<file path="src/rtl/gfg_spi_master_if.sv">
// Host-side register-transaction bus plus SPI pins for gfg_spi_master.
interface gfg_spi_master_if #(
  parameter int ADDR_WIDTH = 6,
  parameter int DATA_WIDTH = 32
);
  logic                  i_start;
  logic                  i_rw;
  logic [ADDR_WIDTH-1:0] i_addr;
  logic [DATA_WIDTH-1:0] i_wdata;
  logic                  o_busy;
  logic                  o_done;
  logic [DATA_WIDTH-1:0] o_rdata;
  logic                  o_spi_clk;
  logic                  o_spi_mosi;
  logic                  i_spi_miso;
  logic                  o_spi_ss_n;

  modport master (
    input  i_start, i_rw, i_addr, i_wdata, i_spi_miso,
    output o_busy, o_done, o_rdata, o_spi_clk, o_spi_mosi, o_spi_ss_n
  );

  modport slave (
    output i_start, i_rw, i_addr, i_wdata, i_spi_miso,
    input  o_busy, o_done, o_rdata, o_spi_clk, o_spi_mosi, o_spi_ss_n
  );
endinterface

</file>
<file path="src/rtl/gfg_spi_master.sv">
// SPI mode-0 master: one {rw,0,addr} command byte plus a data word per transaction.
// Define GFG_SPI_MASTER_MISO_SYNC_EN to pass MISO through a 2-flop synchroniser.
module gfg_spi_master #(
  parameter int CLK_DIV    = 4,
  parameter int ADDR_WIDTH = 6,
  parameter int DATA_WIDTH = 32,
  parameter int SS_SETUP   = 2,
  parameter int SS_HOLD    = 2,
  parameter int SS_GAP     = 2
) (
  input logic              i_clk,
  input logic              srst_n,
  gfg_spi_master_if.master bus
);

  localparam int FRAME  = ADDR_WIDTH + 2 + DATA_WIDTH;
  localparam int HCW    = (CLK_DIV > 1) ? $clog2(CLK_DIV) : 1;
  localparam int PMAX_A = (SS_SETUP > SS_HOLD) ? SS_SETUP : SS_HOLD;
  localparam int PMAX   = (PMAX_A > SS_GAP) ? PMAX_A : SS_GAP;
  localparam int PCW    = $clog2(PMAX + 1);

  typedef enum logic [2:0] {
    S_IDLE, S_SETUP, S_SHIFT, S_HOLD, S_GAP
  } state_t;

  state_t                r_state, w_state_nxt;
  logic [HCW-1:0]        r_hcnt, w_hcnt_nxt;
  logic [PCW-1:0]        r_pcnt, w_pcnt_nxt;
  logic [5:0]            r_bcnt, w_bcnt_nxt;
  logic [FRAME-1:0]      r_shift, w_shift_nxt;
  logic [DATA_WIDTH-1:0] r_rx, w_rx_nxt;
  logic [DATA_WIDTH-1:0] r_rdata, w_rdata_nxt;
  logic                  r_rw, w_rw_nxt;
  logic                  r_sclk, w_sclk_nxt;
  logic                  r_mosi, w_mosi_nxt;
  logic                  r_ss_n, w_ss_n_nxt;
  logic                  r_busy, w_busy_nxt;
  logic                  r_done, w_done_nxt;
  logic [DATA_WIDTH-1:0] w_wfield;
  logic                  w_miso;

`ifdef GFG_SPI_MASTER_MISO_SYNC_EN
  logic [1:0] r_miso_sync;
  always_ff @(posedge i_clk) begin
    if (!srst_n) r_miso_sync <= '0;
    else         r_miso_sync <= {r_miso_sync[0], bus.i_spi_miso};
  end
  assign w_miso = r_miso_sync[1];
`else
  assign w_miso = bus.i_spi_miso;
`endif

  assign w_wfield = bus.i_rw ? bus.i_wdata : '0;

  always_ff @(posedge i_clk) begin
    if (!srst_n) begin
      r_state <= S_IDLE;
      r_hcnt  <= '0;
      r_pcnt  <= '0;
      r_bcnt  <= '0;
      r_shift <= '0;
      r_rx    <= '0;
      r_rdata <= '0;
      r_rw    <= 1'b0;
      r_sclk  <= 1'b0;
      r_mosi  <= 1'b0;
      r_ss_n  <= 1'b1;
      r_busy  <= 1'b0;
      r_done  <= 1'b0;
    end else begin
      r_state <= w_state_nxt;
      r_hcnt  <= w_hcnt_nxt;
      r_pcnt  <= w_pcnt_nxt;
      r_bcnt  <= w_bcnt_nxt;
      r_shift <= w_shift_nxt;
      r_rx    <= w_rx_nxt;
      r_rdata <= w_rdata_nxt;
      r_rw    <= w_rw_nxt;
      r_sclk  <= w_sclk_nxt;
      r_mosi  <= w_mosi_nxt;
      r_ss_n  <= w_ss_n_nxt;
      r_busy  <= w_busy_nxt;
      r_done  <= w_done_nxt;
    end
  end

  always_comb begin
    w_state_nxt = r_state;
    w_hcnt_nxt  = r_hcnt;
    w_pcnt_nxt  = r_pcnt;
    w_bcnt_nxt  = r_bcnt;
    w_shift_nxt = r_shift;
    w_rx_nxt    = r_rx;
    w_rdata_nxt = r_rdata;
    w_rw_nxt    = r_rw;
    w_sclk_nxt  = r_sclk;
    w_mosi_nxt  = r_mosi;
    w_ss_n_nxt  = r_ss_n;
    w_busy_nxt  = r_busy;
    w_done_nxt  = 1'b0;
    case (r_state)
      S_IDLE: begin
        if (bus.i_start) begin
          w_state_nxt = S_SETUP;
          w_shift_nxt = {bus.i_rw, 1'b0, bus.i_addr, w_wfield};
          w_rw_nxt    = bus.i_rw;
          w_mosi_nxt  = bus.i_rw;
          w_sclk_nxt  = 1'b0;
          w_ss_n_nxt  = 1'b0;
          w_busy_nxt  = 1'b1;
          w_pcnt_nxt  = PCW'(SS_SETUP - 1);
        end
      end
      S_SETUP: begin
        if (r_pcnt == '0) begin
          w_state_nxt = S_SHIFT;
          w_hcnt_nxt  = HCW'(CLK_DIV - 1);
          w_bcnt_nxt  = 6'(FRAME - 1);
        end else begin
          w_pcnt_nxt = r_pcnt - 1'b1;
        end
      end
      S_SHIFT: begin
        if (r_hcnt != '0) begin
          w_hcnt_nxt = r_hcnt - 1'b1;
        end else begin
          w_hcnt_nxt = HCW'(CLK_DIV - 1);
          if (!r_sclk) begin
            w_sclk_nxt = 1'b1;
          end else begin
            // Last cycle of the high phase: sample MISO, then drop SCLK and advance MOSI together.
            w_sclk_nxt = 1'b0;
            if (int'(r_bcnt) < DATA_WIDTH) w_rx_nxt = {r_rx[DATA_WIDTH-2:0], w_miso};
            if (r_bcnt == '0) begin
              w_state_nxt = S_HOLD;
              w_pcnt_nxt  = PCW'(SS_HOLD - 1);
            end else begin
              w_bcnt_nxt  = r_bcnt - 1'b1;
              w_shift_nxt = r_shift << 1;
              w_mosi_nxt  = r_shift[FRAME-2];
            end
          end
        end
      end
      S_HOLD: begin
        if (r_pcnt == '0) begin
          w_state_nxt = S_GAP;
          w_ss_n_nxt  = 1'b1;
          w_done_nxt  = 1'b1;
          w_mosi_nxt  = 1'b0;
          w_pcnt_nxt  = PCW'(SS_GAP - 1);
          if (!r_rw) w_rdata_nxt = r_rx;
        end else begin
          w_pcnt_nxt = r_pcnt - 1'b1;
        end
      end
      S_GAP: begin
        if (r_pcnt == '0) begin
          w_state_nxt = S_IDLE;
          w_busy_nxt  = 1'b0;
        end else begin
          w_pcnt_nxt = r_pcnt - 1'b1;
        end
      end
      default: w_state_nxt = S_IDLE;
    endcase
  end

  assign bus.o_busy     = r_busy;
  assign bus.o_done     = r_done;
  assign bus.o_rdata    = r_rdata;
  assign bus.o_spi_clk  = r_sclk;
  assign bus.o_spi_mosi = r_mosi;
  assign bus.o_spi_ss_n = r_ss_n;

endmodule
</file>
<file path="src/flat_wrapper.sv">
// flat-port wrapper written by rule: the top's interface ports become plain ports
module gfg_spi_master_flat 
#(
  parameter int CLK_DIV    = 4,
  parameter int ADDR_WIDTH = 6,
  parameter int DATA_WIDTH = 32,
  parameter int SS_SETUP   = 2,
  parameter int SS_HOLD    = 2,
  parameter int SS_GAP     = 2
)
  (i_clk, srst_n, bus_i_start, bus_i_rw, bus_i_addr, bus_i_wdata, bus_i_spi_miso, bus_o_busy, bus_o_done, bus_o_rdata, bus_o_spi_clk, bus_o_spi_mosi, bus_o_spi_ss_n);
  gfg_spi_master_if #(.ADDR_WIDTH(ADDR_WIDTH), .DATA_WIDTH(DATA_WIDTH)) bus_i ();
  input logic i_clk;
  input logic srst_n;
  input wire logic [$bits(bus_i.i_start)-1:0] bus_i_start;
  input wire logic [$bits(bus_i.i_rw)-1:0] bus_i_rw;
  input wire logic [$bits(bus_i.i_addr)-1:0] bus_i_addr;
  input wire logic [$bits(bus_i.i_wdata)-1:0] bus_i_wdata;
  input wire logic [$bits(bus_i.i_spi_miso)-1:0] bus_i_spi_miso;
  output wire logic [$bits(bus_i.o_busy)-1:0] bus_o_busy;
  output wire logic [$bits(bus_i.o_done)-1:0] bus_o_done;
  output wire logic [$bits(bus_i.o_rdata)-1:0] bus_o_rdata;
  output wire logic [$bits(bus_i.o_spi_clk)-1:0] bus_o_spi_clk;
  output wire logic [$bits(bus_i.o_spi_mosi)-1:0] bus_o_spi_mosi;
  output wire logic [$bits(bus_i.o_spi_ss_n)-1:0] bus_o_spi_ss_n;
  assign bus_i.i_start = bus_i_start;
  assign bus_i.i_rw = bus_i_rw;
  assign bus_i.i_addr = bus_i_addr;
  assign bus_i.i_wdata = bus_i_wdata;
  assign bus_i.i_spi_miso = bus_i_spi_miso;
  assign bus_o_busy = bus_i.o_busy;
  assign bus_o_done = bus_i.o_done;
  assign bus_o_rdata = bus_i.o_rdata;
  assign bus_o_spi_clk = bus_i.o_spi_clk;
  assign bus_o_spi_mosi = bus_i.o_spi_mosi;
  assign bus_o_spi_ss_n = bus_i.o_spi_ss_n;
  gfg_spi_master #(.CLK_DIV(CLK_DIV), .ADDR_WIDTH(ADDR_WIDTH), .DATA_WIDTH(DATA_WIDTH), .SS_SETUP(SS_SETUP), .SS_HOLD(SS_HOLD), .SS_GAP(SS_GAP)) u_core (.i_clk(i_clk), .srst_n(srst_n), .bus(bus_i));
endmodule
</file>
<file path="config.mk">
export PLATFORM = sky130hd
export DESIGN_NAME = gfg_spi_master_flat
export DESIGN_NICKNAME = d
export VERILOG_FILES = /design/src/rtl/gfg_spi_master_if.sv /design/src/rtl/gfg_spi_master.sv /design/src/flat_wrapper.sv
export SDC_FILE = /design/constraint.sdc
export NUM_CORES = 1
export LEC_CHECK = 0
export BUFFER_PORTS_ARGS = -buffer_cell sky130_fd_sc_hd__buf_2
export CORE_ASPECT_RATIO = 0.7
export CORE_MARGIN = 2
export CORE_UTILIZATION = 60
export DETAILED_ROUTE_END_ITERATION = 7
export MAX_ROUTING_LAYER = met4
export PLACE_DENSITY_LB_ADDON = 0.2
export REMOVE_ABC_BUFFERS = 1
export SLEW_MARGIN = 10
export SYNTH_ARGS = -nofsm -noshare
export SYNTH_HDL_FRONTEND = slang
export SYNTH_SLANG_ARGS = --single-unit
</file>
<file path="constraint.sdc">
create_clock -name i_clk -period 4.4 [get_ports i_clk]
set_input_delay 0.66 -clock i_clk [delete_from_list [all_inputs] [get_ports i_clk]]
set_output_delay 0.66 -clock i_clk [all_outputs]
set_load 0.02 [all_outputs]
</file>
After elaboration in Yosys (flattened, before gate mapping). Cells that the tools add are included.

Add/sub/neg operators: 3. Order comparisons: 1. Eq/ne operators: 13. Multiplexer cells: 44. Bitwise logic cells: 2. Reductions and logical operators: 24.

Operator list (number): two-way mux 39 bit (4); one-hot mux 39 bit (2 select lines) (1); two-way mux 32 bit (1); two-way mux 6 bit (4); two-way mux 3 bit (7); two-way mux 2 bit (8); one-hot mux 3 bit (5 select lines) (1); one-hot mux 6 bit (2 select lines) (1); AND reduction 3 bit (4); AND reduction 6 bit (2); two-way mux 1 bit (11); inequality test 2 x 1 -> 1 bit (second input constant) (5); AND reduction 5 bit (2); nonzero test 2 bit (5); inequality test 2 bit (second input constant) (4); one-hot mux 2 bit (4 select lines) (1); AND reduction 7 bit (1); equality test 3 x 2 -> 1 bit (second input constant) (2); logical NOT 6 bit (1); < comparator 6 bit (second input constant) (1); one-hot mux 1 bit (2 select lines) (3); AND reduction 2 bit (3); subtractor 6 x 1 -> 6 bit (second input constant) (1); one-hot mux 2 bit (2 select lines) (1); other kinds (11) (13).

Register bits after elaboration: 122. Bits of input ports: 43. Logic and storage cells: 100.

Longest topological paths before layout. Gate-level depths: netlist (run 1).

Word-level depth: 5. Depth in mapped cells: 9.

Worst setup path before layout (run 1). Ideal clock, no wire load.

Path kind: register to register. Start point: reg u_core.r_pcnt[0]. End point: reg u_core.r_pcnt[0]. Setup time: 0.131 ns. Arrival: 1.902 ns. Data required time: 4.269 ns. Setup slack: 2.367 ns. Cell stages (with the launch flop): 8. Buffers on the path: 0. Cells stage by stage: dfxtp_1 > inv_1 > ha_1 > or4b_2 > o21a_1 > a21boi_0 > and3_1 > nor3_1.

Longest elaborated chain between the ends: 3.

Ends and longest elaborated chain: from (decl) (RTL line gfg_spi_master.sv:28) `logic [PCW-1:0] r_pcnt, w_pcnt_nxt;`; from (signal assigned) (RTL line gfg_spi_master.sv:73) `r_pcnt <= w_pcnt_nxt;`; subtractor 2 x 1 -> 2 bit / logical NOT 2 bit (equally long branches); two-way mux 2 bit, or another cell as far along (RTL line gfg_spi_master.sv:115, gfg_spi_master.sv:158); one-hot mux 2 bit (4 select lines) / AND reduction 6 bit (equally long branches).

Several ways; a longest one is shown, not always the timed one. The select of a mux whose other input is x is not followed. A chain may end at the register's enable or synchronous reset.

Worst setup path in the final report (run 1).
Start point: reg u_core.r_state[1]. End point: reg u_core.r_shift[6].

Longest elaborated chain between the ends: 3.

Ends and longest elaborated chain: from (decl) (RTL line gfg_spi_master.sv:26) `state_t r_state, w_state_nxt;`; from (signal assigned) (RTL line gfg_spi_master.sv:71) `r_state <= w_state_nxt;`; equality test 3 x 2 -> 1 bit / logical NOT 3 bit (equally long branches) (RTL line gfg_spi_master.sv:101) `case (r_state)`; inequality test 2 bit (no source line), or another cell as far along; AND reduction 5 bit (no source line); to (signal assigned) (RTL line gfg_spi_master.sv:75) `r_shift <= w_shift_nxt;`; to (decl) (RTL line gfg_spi_master.sv:30) `logic [FRAME-1:0] r_shift, w_shift_nxt;`.

Several ways; a longest one is shown, not always the timed one.

==> results of run 1 <==
worst register-to-register path: stages, from the launching register on:
cell and delay (ns):
dfxtp_2 1.05, or3b_1 0.63, a211oi_4 0.40, or2b_2 0.17
buf_4 0.65, nor2_1 0.12, a211oi_1 0.28
metrics by stage:
stage	instance area [sq um]	hold slack (ns)	power (W)	worst slack, ns	cells
6_report	5970	0.450	0.00319	0.990	761
5_1_grt	5970	0.470	0.00334	0.787	761
4_1_cts	5970	0.451	0.00320	1.04	761
3_5_place_dp	5410	0.444	0.00188	1.09	731
3_3_place_gp	5410	0.442	0.00184	1.29	731
2_1_floorplan	4830	0.432	0.00174	0.238	546
metal layers:
layer	vias up	GRT usage	share of wire
li1	2159	-	-
met1	2055	0.344	0.45
met4	0	0.118	0.020
met2	154	0.402	0.46
met3	26	0.0582	0.063
met5	-	-	0
flip-flops by register name, summed over array words and instances, names as in the netlist:
signal / cells
u_core.bus.o_spi_clk: 1
u_core.bus.o_spi_mosi: 1
u_core.r_rx: 32
u_core.bus.o_rdata: 32
u_core.bus.o_spi_ss_n: 1
u_core.bus.o_busy: 1
u_core.r_state: 3
u_core.r_rw: 1
u_core.r_bcnt: 6
u_core.r_hcnt: 2
u_core.r_shift: 39
u_core.r_pcnt: 2
u_core.bus.o_done: 1
cell families (layout without fill, tap and decap cells):
kind of cell | after synthesis | after routing | share of synthesized area
AND/OR/NAND/NOR | 227 | 227 | 0.189
multiplexers | 7 | 7 | 0.0139
buffers and inverters | 56 | 124 | 0.0517
AO/OA/AOI/OAI | 175 | 175 | 0.251
adder cells (fa/ha/maj) | 5 | 5 | 0.0124
flip-flops | 122 | 122 | 0.483
report_power, final:
group / internal, W / total [W] / switching, W / leakage [nW]
Sequential: 0.00121 / 0.00132 / 0.000108 / 0.994
Clock: 0.000850 / 0.00131 / 0.000462 / 0.282
Combinational: 0.000219 / 0.000565 / 0.000346 / 0.973
worst paths after layout:
| kind | cells past startpoint | slack, ns | end |
|---|---|---|---|
| min reg2reg | 2 | 0.45 | u_core.bus.o_rdata[15] |
| min | 2 | 0.45 | u_core.bus.o_rdata[15] |
| max reg2reg | 6 | 0.99 | u_core.r_shift[6] |
| max | 6 | 0.99 | u_core.r_shift[6] |
synth_stat cells, drive strengths merged:
cell type | n | area [sq um]
dfxtp | 122 | 2440
and3 | 1 | 6.26
nand3 | 4 | 20.0
clkbuf | 32 | 120
nor2 | 57 | 214
and4 | 1 | 8.76
or3b | 1 | 8.76
a311oi | 3 | 26.3
a21boi | 1 | 7.51
nand2b | 4 | 25.0
a32oi | 1 | 8.76
nand2 | 140 | 526
nand3b | 3 | 22.5
o21bai | 1 | 7.51
ha | 5 | 62.6
o21ai | 6 | 30.0
inv | 10 | 37.5
a41o | 2 | 20.0
nor3 | 4 | 20.0
or2 | 1 | 6.26
a31oi | 2 | 12.5
o21a | 1 | 7.51
a21oi | 81 | 405
mux2i | 7 | 70.1
buf | 14 | 104
a211oi | 43 | 485
nor2b | 3 | 18.8
a22o | 1 | 8.76
a22oi | 32 | 240
and2 | 2 | 12.5
nor4b | 3 | 41.3
or3 | 1 | 6.26
a21o | 1 | 7.51
or2b | 1 | 7.51
or4b | 1 | 10.0
cell type report:
| class | count | area (sq um) |
|---|---|---|
| flip-flops and latches | 122 | 2440 |
| multi-input cells | 414 | 2360 |
| fillers | 588 | 2040 |
| clock buffers | 21 | 460 |
| repair buffers | 84 | 433 |
| well taps | 101 | 126 |
| clock inverters | 9 | 98.8 |
| inverters | 10 | 40.0 |
==> summary.md, run 1 <==
| Metric | Value |
|---|---|
| WL/cell | between 10 and 15 um |
| Number of global-route vias before repair | 3911 |
| P_leak | around 2.2 nW |
| Number of port buffers | 79 |
| Worst Setup SP | u_core.r_state[1] |
| Row count | 27 |
| Layout area overhead | 18.0% |
| Count of pins over their slew limit | 0 |
| Slowest CP cell | dfxtp_2 |
| Area of the die | a little over 0.009 sq mm |
| Commonest non-fill, non-tap cell in the layout | nand2_1 |
| Avg Inst Size Synth | roughly 8.5 sq um |
| Setup_tns | 0 ns |
| Maximum vdd drop | ~0.28 mV |
| Total gr overflow | 0 |
| Slew headroom | 0.266 |
| Post-route ant nets | 0 |
| Crit end category | flop |
| Total CTS buffers | 17 |
| Post-Synthesis Cell Area | roughly 0.0051 sq mm |
| Layout cells sized above 1 | 0.230 |
| First-pass GRT wire length | roughly 19 mm |
| Layout Utilization | 0.745 |
| Final setup viols | 0 |
| Synth Warn # | 0 |
| Antenna violations before repair | 0 |
| Die width | ~110 um |
| Core Region | between 0.008 and 0.009 sq mm |
| Commonest non-fill, non-tap cells in the layout | nand2_1 (140), dfxtp_1 (121), a21oi_1 (81) |
| Starting Density | 0.632 |
| Skew final | ~0.0085 ns |
| # hold bufs at CTS | 0 |
| Hpwl dp | about 6.9 mm |
| Cells after Synth | 592 |
| Data required, critical path | 4.70 ns |
| Crit path kind | reg -> reg |
| Layout net count | around 700 |
| Ant. Diodes | 0 |
| Clock-pin transition on the worst setup and hold timing paths | around 0.05 ns |
| Via count | roughly 4.4k |
| Synth cell types | 42 |
| Top cell family by delay on the critical path | flip-flops |
| Fin. Hold Viols | 0 |
| Maxcap violations | 0 |
| Critical path peak fanout | between 70 and 80 |
| Tcrit/Tclk final | 0.775 |
| Sequential area share after synthesis | 0.483 |
| Achievable frequency | roughly 290 MHz |
| Total clock sinks | 122 |
| Slew @ Worst Pin | between 1 and 1.5 ns |
| Period minus WS final | 3.41 ns |
| Worst hold path class | reg -> reg |
| Post CTS Setup Buffer Count | 0 |
| R2R Path Start | u_core.r_state[1] |
| Hold_sp | u_core.bus.o_rdata[15] |
| Ports | 80 |
| Die Height | slightly above 80 um |
| CTS HTree Levels | 4 |
| #FFs+latches synth | ~120 |
| Peak per-stage delay on the critical path | approximately 1.1 ns |
| Drt initial violations | ~360 |
| Total track usage | 0.265 |
| Root Buffer | clkbuf_16 |
| PD cells | around 540 mW/mm^2 |
| RSZ-0062 raised after global routing | false |
| CP Launch Type | flop |
| Largest net degree at the start of global routing | between 80 and 90 |
| Max Root-Sink Buffers | 2 |
| Crit path DAT | ~3.7 ns |
| Status | complete, no violations |
| # DRC | 0 |
| Via density | a little under 6 |
| CP Cell Sequence | or3b_1 -> a211oi_4 -> or2b_2 -> buf_4 -> nor2_1 -> a211oi_1 |
| Routed WL | about 11 mm |
| Clk Latency, worst-skew pair | between 0.4 and 0.5 ns |
| GP Congestion | 0.785 |
| Post-CTS Resized | 0 |
| Crit path buf inv count | 1 |
| Pre-antenna DRT Iters | 5 |
| CTS tree | built |
Power figures use the tool's default switching activity.
==> inputs of run 2 (changes only) <==
Settings changed: CORE_UTILIZATION 60 to 56.
Clock period 4.4 ns to 3.4 ns, I/O delays scaled along.
==> run 2 against run 1 <==
Critical path type unchanged. Worst hold slack worse by 0.11 ns. First-iteration DRC count is 10% lower. Final area is 1.7% higher. Global-route usage is 2.0 points lower. Critical path depth is 2 lower. Highest routed layer unchanged. Worst setup slack worse by 0.18 ns. Maximum frequency is 32% higher. Register-to-register slack worse by 0.18 ns. Count of clock-buffer cells in the layout is 5 higher.
==> summary.md, run 2 (synthesis gave the netlist of run 1 again) <==
| Metric | Value |
|---|---|
| FF+latch area | 0.00244 sq mm |
| Layout area overhead | 20.0% |
| Register bank with the most flops | u_core.r_shift |
| Pre-antenna DRT Iters | 5 |
| Die width | 118 um |
| Crit path kind | reg -> reg |
| Clock-pin transition on the worst setup and hold timing paths | ~0.06 ns |
| Routed WL | roughly 11 mm |
| Via density | between 5 and 6 |
| RSZ-0062 raised after global routing | false |
| WL met1 | roughly 5.3 mm |
| Slew @ Worst Pin | around 1.1 ns |
| Crit end category | flop |
| Antenna violations before repair | 0 |
| Maxcap violations | 0 |
| Total clock sinks | about 120 |
| Largest register FFs | 39 |
| Post CTS Setup Buffer Count | 0 |
| Post-route ant nets | 0 |
| Ports | 80 |
| Crit path DAT | roughly 2.9 ns |
| Total CTS buffers | 17 |
| Total power | ~0.0042 W |
| CTS tree | built |
| Ant. Diodes | 0 |
| Fin. Hold Viols | 0 |
| Count of pins over their slew limit | 0 |
| Commonest non-fill, non-tap cell in the layout | nand2_1 |
| Largest net degree at the start of global routing | between 70 and 80 |
| Number of port buffers | around 80 |
| # hold bufs at CTS | 0 |
| CP Launch Type | flop |
| Core Region | between 0.008 and 0.009 sq mm |
| Period minus WS final | about 2.6 ns |
| GP Congestion | around 0.80 |
| Worst hold path class | in -> reg |
| Maximum vdd drop | about 0.40 mV |
| Tcrit/Tclk final | 0.762 |
| Skew final | approximately 0.011 ns |
| Final setup viols | 0 |
| Area of the die | just under 0.01 sq mm |
| First-pass GRT wire length | around 19 mm |
| Post-CTS Resized | 0 |
| Clk Latency, worst-skew pair | around 0.42 ns |
| Hpwl dp | slightly below 7 mm |
| Finished Layout Cells | 783 |
| CTS HTree Levels | 4 |
| Layout cells sized above 1 | 0.232 |
| P_leak | 2.28 nW |
| Status | complete, no violations |
| Number of global-route vias before repair | between 4k and 5k |
| WL/cell | about 14 um |
| Area occupied by multi-input gates | roughly 0.0024 sq mm |
| Die Height | between 80 and 90 um |
| Via count | approximately 4.3k |
| Total track usage | 0.245 |
| Critical path peak fanout | 32 |
| Layout net count | 698 |
| Root Buffer | clkbuf_16 |
| # DRC | 0 |
| Row count | 28 |
| DR WL met3 | between 500 and 600 um |
| Hold Slack | around 0.34 ns |
| # fillers | about 700 |
| Max Root-Sink Buffers | 2 |
| Drt initial violations | between 300 and 400 |
| Slew headroom | 0.266 |
| Cell count after placement | roughly 750 |
| Top layer in use | met4 |
| Met2 Routed Length | between 5 and 6 mm |
| Total gr overflow | 0 |
| Data required, critical path | 3.66 ns |
| Starting Density | 0.587 |
| Commonest non-fill, non-tap cells in the layout | nand2_1 (140), dfxtp_1 (121), a21oi_1 (81) |
| Achievable frequency | 386 MHz |
| PD cells | about 700 mW/mm^2 |
run 2: final cells by class:
type                       instances  share of cell area
sequential                       122               0.403
multi-input combinational        414               0.390
clock buffer                      26              0.0856
timing repair buffer              85              0.0767
tap                              120              0.0247
clock inverter                     6              0.0138
inverter                          10             0.00660
run 2: layer usage:
layer	vias to the layer above	global-route usage
li1	2163	-
met1	2019	0.310
met2	111	0.375
met3	14	0.0765
met4	0	0.0832
met5	-	-
run 2: worst max-delay path, stage by stage (launching register included):
cell     delay [ns]
dfxtp_2        0.65
or3b_1         0.58
or3_1          0.86
nand2_1        0.23
a21oi_1        0.09
run 2: path summary, 6_finish.rpt:
check                          from                     end  slack [ns]  depth (start not counted)
max               u_core.r_state[1]         u_core.r_rx[15]        0.81                          4
min                  bus_i_spi_miso          u_core.r_rx[0]        0.34                          3
max reg2reg       u_core.r_state[1]         u_core.r_rx[15]        0.81                          4
min reg2reg  u_core.bus.o_rdata[10]  u_core.bus.o_rdata[10]        0.45                          2
run 2: power by group:
group          total [W]  internal (W)  switching, W
clock network    0.00180       0.00119      0.000611
logic           0.000748      0.000291      0.000456
registers        0.00168       0.00157      0.000112
total            0.00423       0.00305       0.00118
run 2: through the flow:
step	instance area [sq um]	util	setup slack, ns	setup TNS, ns
detailed placement	5460	0.634	0.865	0
CTS	6070	0.704	0.831	0
floorplan	4830	-	-0.762	-42.23
global route	6070	0.704	0.656	0
finish	6070	0.704	0.810	0
global placement	5460	0.634	0.966	0
